--- src/rtl/mem_arbiter_pkg.sv ---
// -----------------------------------------------------------------------------
// mem_arbiter_pkg
// Shared definitions for the instruction-memory arbiter.
//   owner_t        : identifies which requester owns an access (host or CPU).
//   ADDR_W_DEF     : default memory address width (16 words).
//   DATA_W_DEF     : default memory word width (opcode + two operands).
//   OPC_MSB/OPC_LSB: position of the 4-bit opcode field inside a word.
//   GNT_HOST/GNT_CPU: bit positions of each requester in eligible/grant vectors.
// -----------------------------------------------------------------------------
package mem_arbiter_pkg;

    typedef enum logic {
        OWN_HOST = 1'b0,
        OWN_CPU  = 1'b1
    } owner_t;

    localparam int ADDR_W_DEF = 4;
    localparam int DATA_W_DEF = 20;

    localparam int OPC_MSB = 19;
    localparam int OPC_LSB = 16;

    localparam int GNT_HOST = 0;
    localparam int GNT_CPU  = 1;

endpackage

--- src/rtl/mem_arbiter_rr_pick2.sv ---
// -----------------------------------------------------------------------------
// rr_pick2
// Combinational two-way round-robin chooser.
//   i_eligible[1:0] : bit GNT_HOST = host eligible, bit GNT_CPU = CPU eligible.
//   i_last_owner    : requester that received the most recent issued access.
//   o_grant[1:0]    : one-hot (or zero) grant, same bit order as i_eligible.
// When both are eligible, the requester that did not win last time is chosen.
// -----------------------------------------------------------------------------
module rr_pick2
    import mem_arbiter_pkg::*;
(
    input  logic [1:0] i_eligible,
    input  owner_t     i_last_owner,
    output logic [1:0] o_grant
);

    always_comb begin
        // NOTE: every output of a combinational block gets a default first so
        // no path through the case leaves it unassigned (which would be a latch).
        o_grant = 2'b00;
        unique case (i_eligible)
            2'b01:   o_grant[GNT_HOST] = 1'b1;
            2'b10:   o_grant[GNT_CPU]  = 1'b1;
            2'b11: begin
                if (i_last_owner == OWN_HOST) o_grant[GNT_CPU]  = 1'b1;
                else                          o_grant[GNT_HOST] = 1'b1;
            end
            default: o_grant = 2'b00;
        endcase
    end

endmodule

--- src/rtl/mem_arbiter.sv ---
// -----------------------------------------------------------------------------
// mem_arbiter
// Registered round-robin arbiter sharing one instruction-memory port between
// the host loader and the CPU fetch path.
//   clk, reset               : clock (rising edge), async active-low reset.
//   cpu_lock                 : program executing; host writes are refused.
//   host_req/we/addr/wdata   : host access request (read or write).
//   host_gnt/err             : pulse: host access issued / host write refused.
//   host_rvalid/rdata        : host read response.
//   cpu_req/addr             : CPU fetch request (always a read).
//   cpu_gnt                  : pulse: fetch issued.
//   cpu_rvalid/rdata         : fetched word.
//   mem_addr/wdata/wr/rd     : memory command, driven in the grant cycle.
//   mem_rdata                : memory read data, valid the cycle after mem_rd.
// Timing: request sampled at edge N -> gnt and mem_* in cycle N+1 -> rvalid and
// rdata in cycle N+2.
// -----------------------------------------------------------------------------
module mem_arbiter
    import mem_arbiter_pkg::*;
#(
    parameter int ADDR_W = ADDR_W_DEF,
    parameter int DATA_W = DATA_W_DEF
) (
    input  logic              clk,
    input  logic              reset,
    input  logic              cpu_lock,
    input  logic              host_req,
    input  logic              host_we,
    input  logic [ADDR_W-1:0] host_addr,
    input  logic [DATA_W-1:0] host_wdata,
    output logic              host_gnt,
    output logic              host_err,
    output logic              host_rvalid,
    output logic [DATA_W-1:0] host_rdata,
    input  logic              cpu_req,
    input  logic [ADDR_W-1:0] cpu_addr,
    output logic              cpu_gnt,
    output logic              cpu_rvalid,
    output logic [DATA_W-1:0] cpu_rdata,
    output logic [ADDR_W-1:0] mem_addr,
    output logic [DATA_W-1:0] mem_wdata,
    output logic              mem_wr,
    output logic              mem_rd,
    input  logic [DATA_W-1:0] mem_rdata
);

    // Command stage (cycle N+1)
    logic              r_host_gnt;
    logic              r_cpu_gnt;
    logic              r_host_err;
    logic              r_mem_wr;
    logic              r_mem_rd;
    logic [ADDR_W-1:0] r_mem_addr;
    logic [DATA_W-1:0] r_mem_wdata;
    owner_t            r_rd_tag;
    owner_t            r_last_owner;

    // Response stage (cycle N+2)
    logic              r_rsp_valid;
    owner_t            r_rsp_tag;
    logic [DATA_W-1:0] r_host_rdata;
    logic [DATA_W-1:0] r_cpu_rdata;

    logic              w_host_seen;
    logic              w_host_refuse;
    logic [1:0]        w_eligible;
    logic [1:0]        w_grant;
    logic              w_issue;
    owner_t            w_winner;
    logic              w_next_wr;
    logic              w_next_rd;
    logic [ADDR_W-1:0] w_next_addr;
    logic [DATA_W-1:0] w_next_wdata;
    logic              w_host_rvalid;
    logic              w_cpu_rvalid;

    // A requester is not looked at in the cycle its previous access is being
    // answered (gnt or err high): it is still holding req from that access.
    always_comb begin
        w_host_seen   = host_req && !r_host_gnt && !r_host_err;
        w_host_refuse = w_host_seen && host_we && cpu_lock;
        w_eligible    = 2'b00;
        w_eligible[GNT_HOST] = w_host_seen && !w_host_refuse;
        w_eligible[GNT_CPU]  = cpu_req && !r_cpu_gnt;
    end

    rr_pick2 u_pick (
        .i_eligible   (w_eligible),
        .i_last_owner (r_last_owner),
        .o_grant      (w_grant)
    );

    always_comb begin
        w_issue      = |w_grant;
        w_winner     = w_grant[GNT_CPU] ? OWN_CPU : OWN_HOST;
        w_next_wr    = w_grant[GNT_HOST] && host_we;
        w_next_rd    = w_grant[GNT_CPU] || (w_grant[GNT_HOST] && !host_we);
        w_next_addr  = '0;
        w_next_wdata = '0;
        if (w_grant[GNT_CPU]) begin
            w_next_addr = cpu_addr;
        end else if (w_grant[GNT_HOST]) begin
            w_next_addr = host_addr;
            if (host_we) w_next_wdata = host_wdata;
        end
    end

    always_comb begin
        w_host_rvalid = r_rsp_valid && (r_rsp_tag == OWN_HOST);
        w_cpu_rvalid  = r_rsp_valid && (r_rsp_tag == OWN_CPU);
    end

    always_ff @(posedge clk or negedge reset) begin
        if (!reset) begin
            r_host_gnt   <= 1'b0;
            r_cpu_gnt    <= 1'b0;
            r_host_err   <= 1'b0;
            r_mem_wr     <= 1'b0;
            r_mem_rd     <= 1'b0;
            r_mem_addr   <= '0;
            r_mem_wdata  <= '0;
            r_rd_tag     <= OWN_HOST;
            r_last_owner <= OWN_HOST;
            r_rsp_valid  <= 1'b0;
            r_rsp_tag    <= OWN_HOST;
            r_host_rdata <= '0;
            r_cpu_rdata  <= '0;
        end else begin
            // NOTE: sequential state uses non-blocking assignments so every
            // register sees the pre-edge value of the others, regardless of
            // statement order.
            r_host_gnt  <= w_grant[GNT_HOST];
            r_cpu_gnt   <= w_grant[GNT_CPU];
            r_host_err  <= w_host_refuse;
            r_mem_wr    <= w_next_wr;
            r_mem_rd    <= w_next_rd;
            r_mem_addr  <= w_next_addr;
            r_mem_wdata <= w_next_wdata;
            if (w_issue)   r_last_owner <= w_winner;
            if (w_next_rd) r_rd_tag     <= w_winner;

            r_rsp_valid <= r_mem_rd;
            r_rsp_tag   <= r_rd_tag;
            if (w_host_rvalid) r_host_rdata <= mem_rdata;
            if (w_cpu_rvalid)  r_cpu_rdata  <= mem_rdata;
        end
    end

    assign host_gnt    = r_host_gnt;
    assign host_err    = r_host_err;
    assign host_rvalid = w_host_rvalid;
    assign cpu_gnt     = r_cpu_gnt;
    assign cpu_rvalid  = w_cpu_rvalid;
    assign mem_addr    = r_mem_addr;
    assign mem_wdata   = r_mem_wdata;
    assign mem_wr      = r_mem_wr;
    assign mem_rd      = r_mem_rd;

    // NOTE: the memory word only becomes valid in the response cycle, so the
    // rvalid cycle forwards mem_rdata directly; the per-requester register
    // captures it at that edge so rdata holds its last value between pulses.
    assign host_rdata = w_host_rvalid ? mem_rdata : r_host_rdata;
    assign cpu_rdata  = w_cpu_rvalid  ? mem_rdata : r_cpu_rdata;

endmodule

--- config.mk ---
export PLATFORM = sky130hd
export DESIGN_NAME = mem_arbiter
export DESIGN_NICKNAME = d
export VERILOG_FILES = /design/src/rtl/mem_arbiter_pkg.sv /design/src/rtl/mem_arbiter_rr_pick2.sv /design/src/rtl/mem_arbiter.sv
export SDC_FILE = /design/constraint.sdc
export NUM_CORES = 1
export LEC_CHECK = 0
export CAP_MARGIN = 20
export CORE_ASPECT_RATIO = 1.2
export CORE_UTILIZATION = 40
export DETAILED_ROUTE_END_ITERATION = 12
export GPL_ROUTABILITY_DRIVEN = 0
export PLACE_DENSITY = 0.84
export SLEW_MARGIN = 20
export SYNTH_ARGS = -nofsm -noshare
export SYNTH_HDL_FRONTEND = slang
export SYNTH_SLANG_ARGS = --single-unit
--- constraint.sdc ---
create_clock -name clk -period 1.9 [get_ports clk]
set_input_delay 0.19 -clock clk [delete_from_list [all_inputs] [get_ports clk]]
set_output_delay 0.19 -clock clk [all_outputs]
set_load 0.05 [all_outputs]
## Word-level counts from Yosys, hierarchy flattened

Index checks and enable logic that the tools add are counted.

| operators by class | value |
|---|---|
| $add $sub $neg | 0 |
| magnitude comparators | 0 |
| shifts and indexed selects | 0 |
| divide/modulo/power cells | 0 |
| $mul | 0 |
| bitwise logic cells | 1 |
| reduce and logical (&&, ||, !) cells | 17 |
| equality and inequality tests | 3 |
| muxes and demuxes | 12 |

Operators with widths:

| cell | count |
|---|---|
| $mux W20 | 5 |
| $logic_and A1 B1 Y1 | 10 |
| $mux W4 | 2 |
| $logic_not A1 Y1 | 5 |
| $eq A2 B2 Y1 const B | 2 |
| $pmux W1 S2 | 2 |
| $mux W1 | 3 |
| $eq A2 B1 Y1 const B | 1 |
| $reduce_or A2 Y1 | 1 |
| $logic_or A1 B1 Y1 | 1 |
| $not A1 Y1 | 1 |

| storage, ports and cells | value |
|---|---|
| word-level logic and storage cells | 46 |
| output and inout port bits | 71 |
| memory bits (writable) | 0 |
| flip-flop bits (word level) | 73 |
| latch bits | 0 |
| bits of input ports | 54 |
| memory bits (read-only) | 0 |
| memories | 0 |

## Logic depth before layout (Yosys ltp)

| logic depth | value |
|---|---|
| word-level depth | 11 |
| depth in mapped cells | 4 |
| depth with buffers taken out | 3 |

## By module

Synthesis repeated with hierarchy kept, for this count alone.

| unflattened totals | value |
|---|---|
| cell total of the unflattened synthesis | 164 |
| area, all modules | 2706.3 um2 |

By module, submodules not included:

| module | times used | area an instance (um2) | seq. area each (um2) | cells an instance |
|---|---|---|---|---|
| mem_arbiter | 1 | 2687.6 | 1826.8 | 161 |
| rr_pick2 | 1 | 18.8 | 0.0 | 3 |

## Worst setup path after synthesis

OpenSTA, ideal clock, no wires.

| timing path | value |
|---|---|
| path type | register to register |
| from | reg r_host_err, in the netlist host_err |
| to | reg r_mem_wdata[0], in the netlist mem_wdata[0] |
| data required time | 1.834 ns |
| stages on the path, launching flop included | 5 |
| period minus slack after synthesis | 1.658 ns |
| buffers on the path | 1 |
| setup time | 0.066 ns |
| data arrival time | 1.592 ns |
| setup slack | 0.242 ns |
| cell sequence | dfrtp_1 > or3b_4 > nor4b_4 > buf_2 > and2_1 |

| between the ends | value |
|---|---|
| word-level cells in the longest chain between the ends | 10 |
| elaborated cells between the ends (all ways) | 13 |
| classes of those cells | eq/ne: 3; mux: 4; reduce/logical: 6 |

Ends and longest elaborated chain:

| element | RTL line | text |
|---|---|---|
| start, declared | mem_arbiter.sv:50 | `logic r_host_err;` |
| start signal, assigned | mem_arbiter.sv:134 | `r_host_err <= w_host_refuse;` |
| $logic_not A1 Y1 (*) | mem_arbiter.sv:80 | `w_host_seen = host_req && !r_host_gnt && !r_host_err;` |
| $logic_and A1 B1 Y1 (*) | mem_arbiter.sv:80 |  |
| $logic_and A1 B1 Y1 (2 in a row) | mem_arbiter.sv:81 | `w_host_refuse = w_host_seen && host_we && cpu_lock;` |
| $logic_not A1 Y1 | mem_arbiter.sv:83 | `w_eligible[GNT_HOST] = w_host_seen && !w_host_refuse;` |
| $logic_and A1 B1 Y1 (*) | mem_arbiter.sv:83 |  |
| $eq A2 B2 Y1 / $eq A2 B1 Y1 (equally long branches) | mem_arbiter_rr_pick2.sv:21 | `unique case (i_eligible)` |
| $pmux W1 S2 | mem_arbiter_rr_pick2.sv:21 |  |
| $mux W20 | mem_arbiter.sv:102 | `end else if (w_grant[GNT_HOST]) begin` |
| $mux W20 (*) | mem_arbiter.sv:100 | `if (w_grant[GNT_CPU]) begin` |
| named net w_next_wdata[0] | mem_arbiter.sv:73 | `logic [DATA_W-1:0] w_next_wdata;` |
| end signal, assigned | mem_arbiter.sv:138 | `r_mem_wdata <= w_next_wdata;` |
| end, declared | mem_arbiter.sv:54 | `logic [DATA_W-1:0] r_mem_wdata;` |

The timed path passes the listed nets; every way through them passes the cells marked *.
A chain may end at the register's enable or synchronous reset.

## Worst setup path in the final report

| timing path | value |
|---|---|
| from | reg r_rsp_tag |
| to | out host_rdata[0] |

| between the ends | value |
|---|---|
| word-level cells in the longest chain between the ends | 3 |

Ends and longest elaborated chain:

| element | RTL line | text |
|---|---|---|
| start, declared | mem_arbiter.sv:60 | `owner_t r_rsp_tag;` |
| start signal, assigned | mem_arbiter.sv:143 | `r_rsp_tag <= r_rd_tag;` |
| $not A1 Y1 | mem_arbiter.sv:109 | `w_host_rvalid = r_rsp_valid && (r_rsp_tag == OWN_HOST);` |
| $logic_and A1 B1 Y1 | mem_arbiter.sv:109 |  |
| $mux W20 | n/a |  |
| end, declared | mem_arbiter.sv:34 | `output logic [DATA_W-1:0] host_rdata,` |

Every way passes these cells.

==> qor.csv <==
metric;value;unit
Slew Limit Headroom;39.8;%
gr usage total;16.9;%
mapped cell area;2620;um2
row cnt;31;
status;finished with violations;
TritonRoute pass-1 iters;4;
Die Wd;75.9;um
part of the cycle the worst path needs;94.2;%
LEAKAGE;1.86;nW
worst skew pair latency;0.32;ns
post-route ant nets;0;
total number of vias;1770;
Max clock buf depth;2;
sequential area share after synthesis;69.7;%
Synthesized Nets;218;
Max-Cap Viols;0;
largest net degree at the start of global routing;74;
Num CTS Buffers;9;
average size of a mapped cell;16.0;um2
Worst Tran Pin Value;0.904;ns
Routed Wire Length;5570;um
Post-Syn Instances;164;
crit path max fanout;14;
Sink Count;73;
RR Endpoint;mem_wdata[18]$_DFF_PN0_;
gr busiest metal;met2;
Global Route met3 Usage;5.35;%
Startpoint Class;flop;
antenna violations before repair;0;
maximum vdd drop;695;uV
die area;6890;um2
ant diodes;0;
M1 GR Usage;20.0;%
origin of the critical flop-to-flop path;host_err$_DFF_PN0_;
cells on worst reg2reg path;4;
CTS H-tree depth;3;
cell area after placement;3890;um2
Synth Warn #;0;
Layout Nets;353;
setup violators final;0;
met2 Use GR;28.8;%
Final Core Density;65.9;%
core area;6170;um2
Die Ht;90.7;um
flop2flop setup slack;0.41;ns
crit end category;primary output;
RSZ-0062 raised after global routing;no;
clock-pin slew on the worst setup and hold paths;0.07;ns
filler instances;484;
aggregate global routing overflow;0;
CP Class;reg2out;
initial core utilization;42.5;%
Port Buf Inserts;124;
critical path arrival;1.60;ns
fraction of registers with async set/reset;100;%
number of enable flip-flop cells after synthesis;0;
first-pass GRT wire length;8990;um
drt drc;0;
Hold Crit Class;in2async;
post-detail-place hpwl;4100;um
TritonCTS clock tree;done;
root buffer cell;clkbuf_8;
Pins Over Slew Limit;0;
required time of the worst setup path;1.71;ns
hold_buf cts;0;
Fin Setup TNS;0;ns
vias in the first global route;1837;
CTS resizes;0;
pwr dens;1540;nW/um2
clk_skew;0.00716;ns
synthesis-to-layout area growth;55.1;%
Seq cells post-synth;73;
WL/cell;14.5;um
Post-CTS Setup Bufs;0;
Avg Vias per Cell;4.60;
fmax;559;MHz
violated checks;hold timing;
Design Area, Final;4070;um2
IO Pins;125;
Iter 0 DRT Violations;70;
Cell variety after synth;22;
ys flop type;dfrtp_1;
WHS;-0.0265;ns
Hold Fails Final Rpt;15;
fraction of layout cells with a size suffix above 1;34.7;%
minimum clock period;1.79;ns
[where the power goes]
group          switching, mW  total (mW)  internal, mW
clock                  0.502        1.07         0.567
sequential             0.119        2.10          1.98
combinational           2.07        3.11          1.03
[sequential cells by signal, summed over array words and instances, names as in the netlist]
signal,flops
mem_wdata,20
r_cpu_rdata,20
r_host_rdata,20
mem_addr,4
cpu_gnt,1
host_err,1
host_gnt,1
mem_rd,1
mem_wr,1
r_last_owner,1
r_rd_tag,1
r_rsp_tag,1
r_rsp_valid,1
[cell families (layout without fill, tap and decap cells)]
kind of cell           after synthesis  in the layout  share of synthesized area (%)
buffers and inverters                8            147                           1.43
AND/OR/NAND/NOR                     34             34                           9.11
flip-flops                          73             73                           69.7
AO/OA/AOI/OAI                        9              9                           2.62
multiplexers                        40             40                           17.2
[Yosys cell counts (3+ instances only)]
cell type | n | area share (%)
dfrtp_1 | 73 | 70
mux2_2 | 37 | 16
and2_1 | 20 | 4.8
a22o_1 | 4 | 1.3
buf_2 | 3 | 0.57
mux2_1 | 3 | 1.3
nor2_1 | 3 | 0.43
[routing by layer]
| layer | share of wire [%] | up-vias |
|---|---|---|
| met3 | 6.8 | 6 |
| li1 | - | 830 |
| met4 | 1.0 | 0 |
| met2 | 53 | 69 |
| met5 | 0 | - |
| met1 | 39 | 865 |
[layout make-up]
cell class / count / area, um2 / area share (%)
clock inverters: 3 / 15.0 / 0.369
multi-input cells: 83 / 758 / 18.6
flip-flops and latches: 73 / 1830 / 44.9
repair buffers: 130 / 1190 / 29.3
well taps: 82 / 103 / 2.52
clock buffers: 12 / 165 / 4.06
inverters: 2 / 7.51 / 0.185
[worst max path at each step]
stage / from / endpoint / slack [ns] / cells past startpoint
floorplan: host_err$_DFF_PN0_ / mem_wdata[0]$_DFF_PN0_ / 0.24 / 4
global placement: host_req / mem_wdata[3]$_DFF_PN0_ / 0.17 / 5
detailed placement: host_req / mem_wdata[18]$_DFF_PN0_ / 0.15 / 5
CTS: r_rsp_tag$_DFF_PN0_ / host_rdata[0] / 0.08 / 4
global route: r_rsp_valid$_DFF_PN0_ / host_rdata[7] / 0.02 / 4
finish: r_rsp_tag$_DFF_PN0_ / host_rdata[0] / 0.11 / 4
[critical path, stage by stage (launching register included)]
cell	delay [ns]
dfrtp_1	0.37
nand2b_1	0.15
buf_4	0.20
mux2_1	0.35
buf_4	0.20
[through the flow]
stage               instances  hold slack [ns]  power [mW]  setup WS, ns
floorplan                 164           -0.106        4.27         0.242
global placement          370            0.357        5.19         0.173
detailed placement        370            0.376        5.26         0.148
CTS                       385           0.0187        6.35        0.0814
global route              385           0.0522        6.56        0.0205
finish                    385          -0.0265        6.27         0.111
[cell usage in the layout (no fill, tap or decap)]
cell type,netlist,routed
a21oi_1,1,1
a22o_1,4,4
a2bb2oi_1,1,1
and2_1,20,20
buf_12,0,1
buf_4,1,48
clkbuf_8,0,12
clkdlybuf4s50_1,0,81
clkinv_2,0,3
dfrtp_1,73,73
inv_1,2,2
mux2_1,3,3
mux2_2,37,37
nand2_1,2,2
nand2b_1,2,2
nor2_1,3,3
nor2b_1,2,2
nor3b_2,2,2
nor4b_4,1,1
nor4bb_1,1,1
o21ai_0,1,1
o22a_1,1,1
o22ai_1,1,1
or3b_4,1,1
Note: power is estimated with default switching activity, not from simulation.
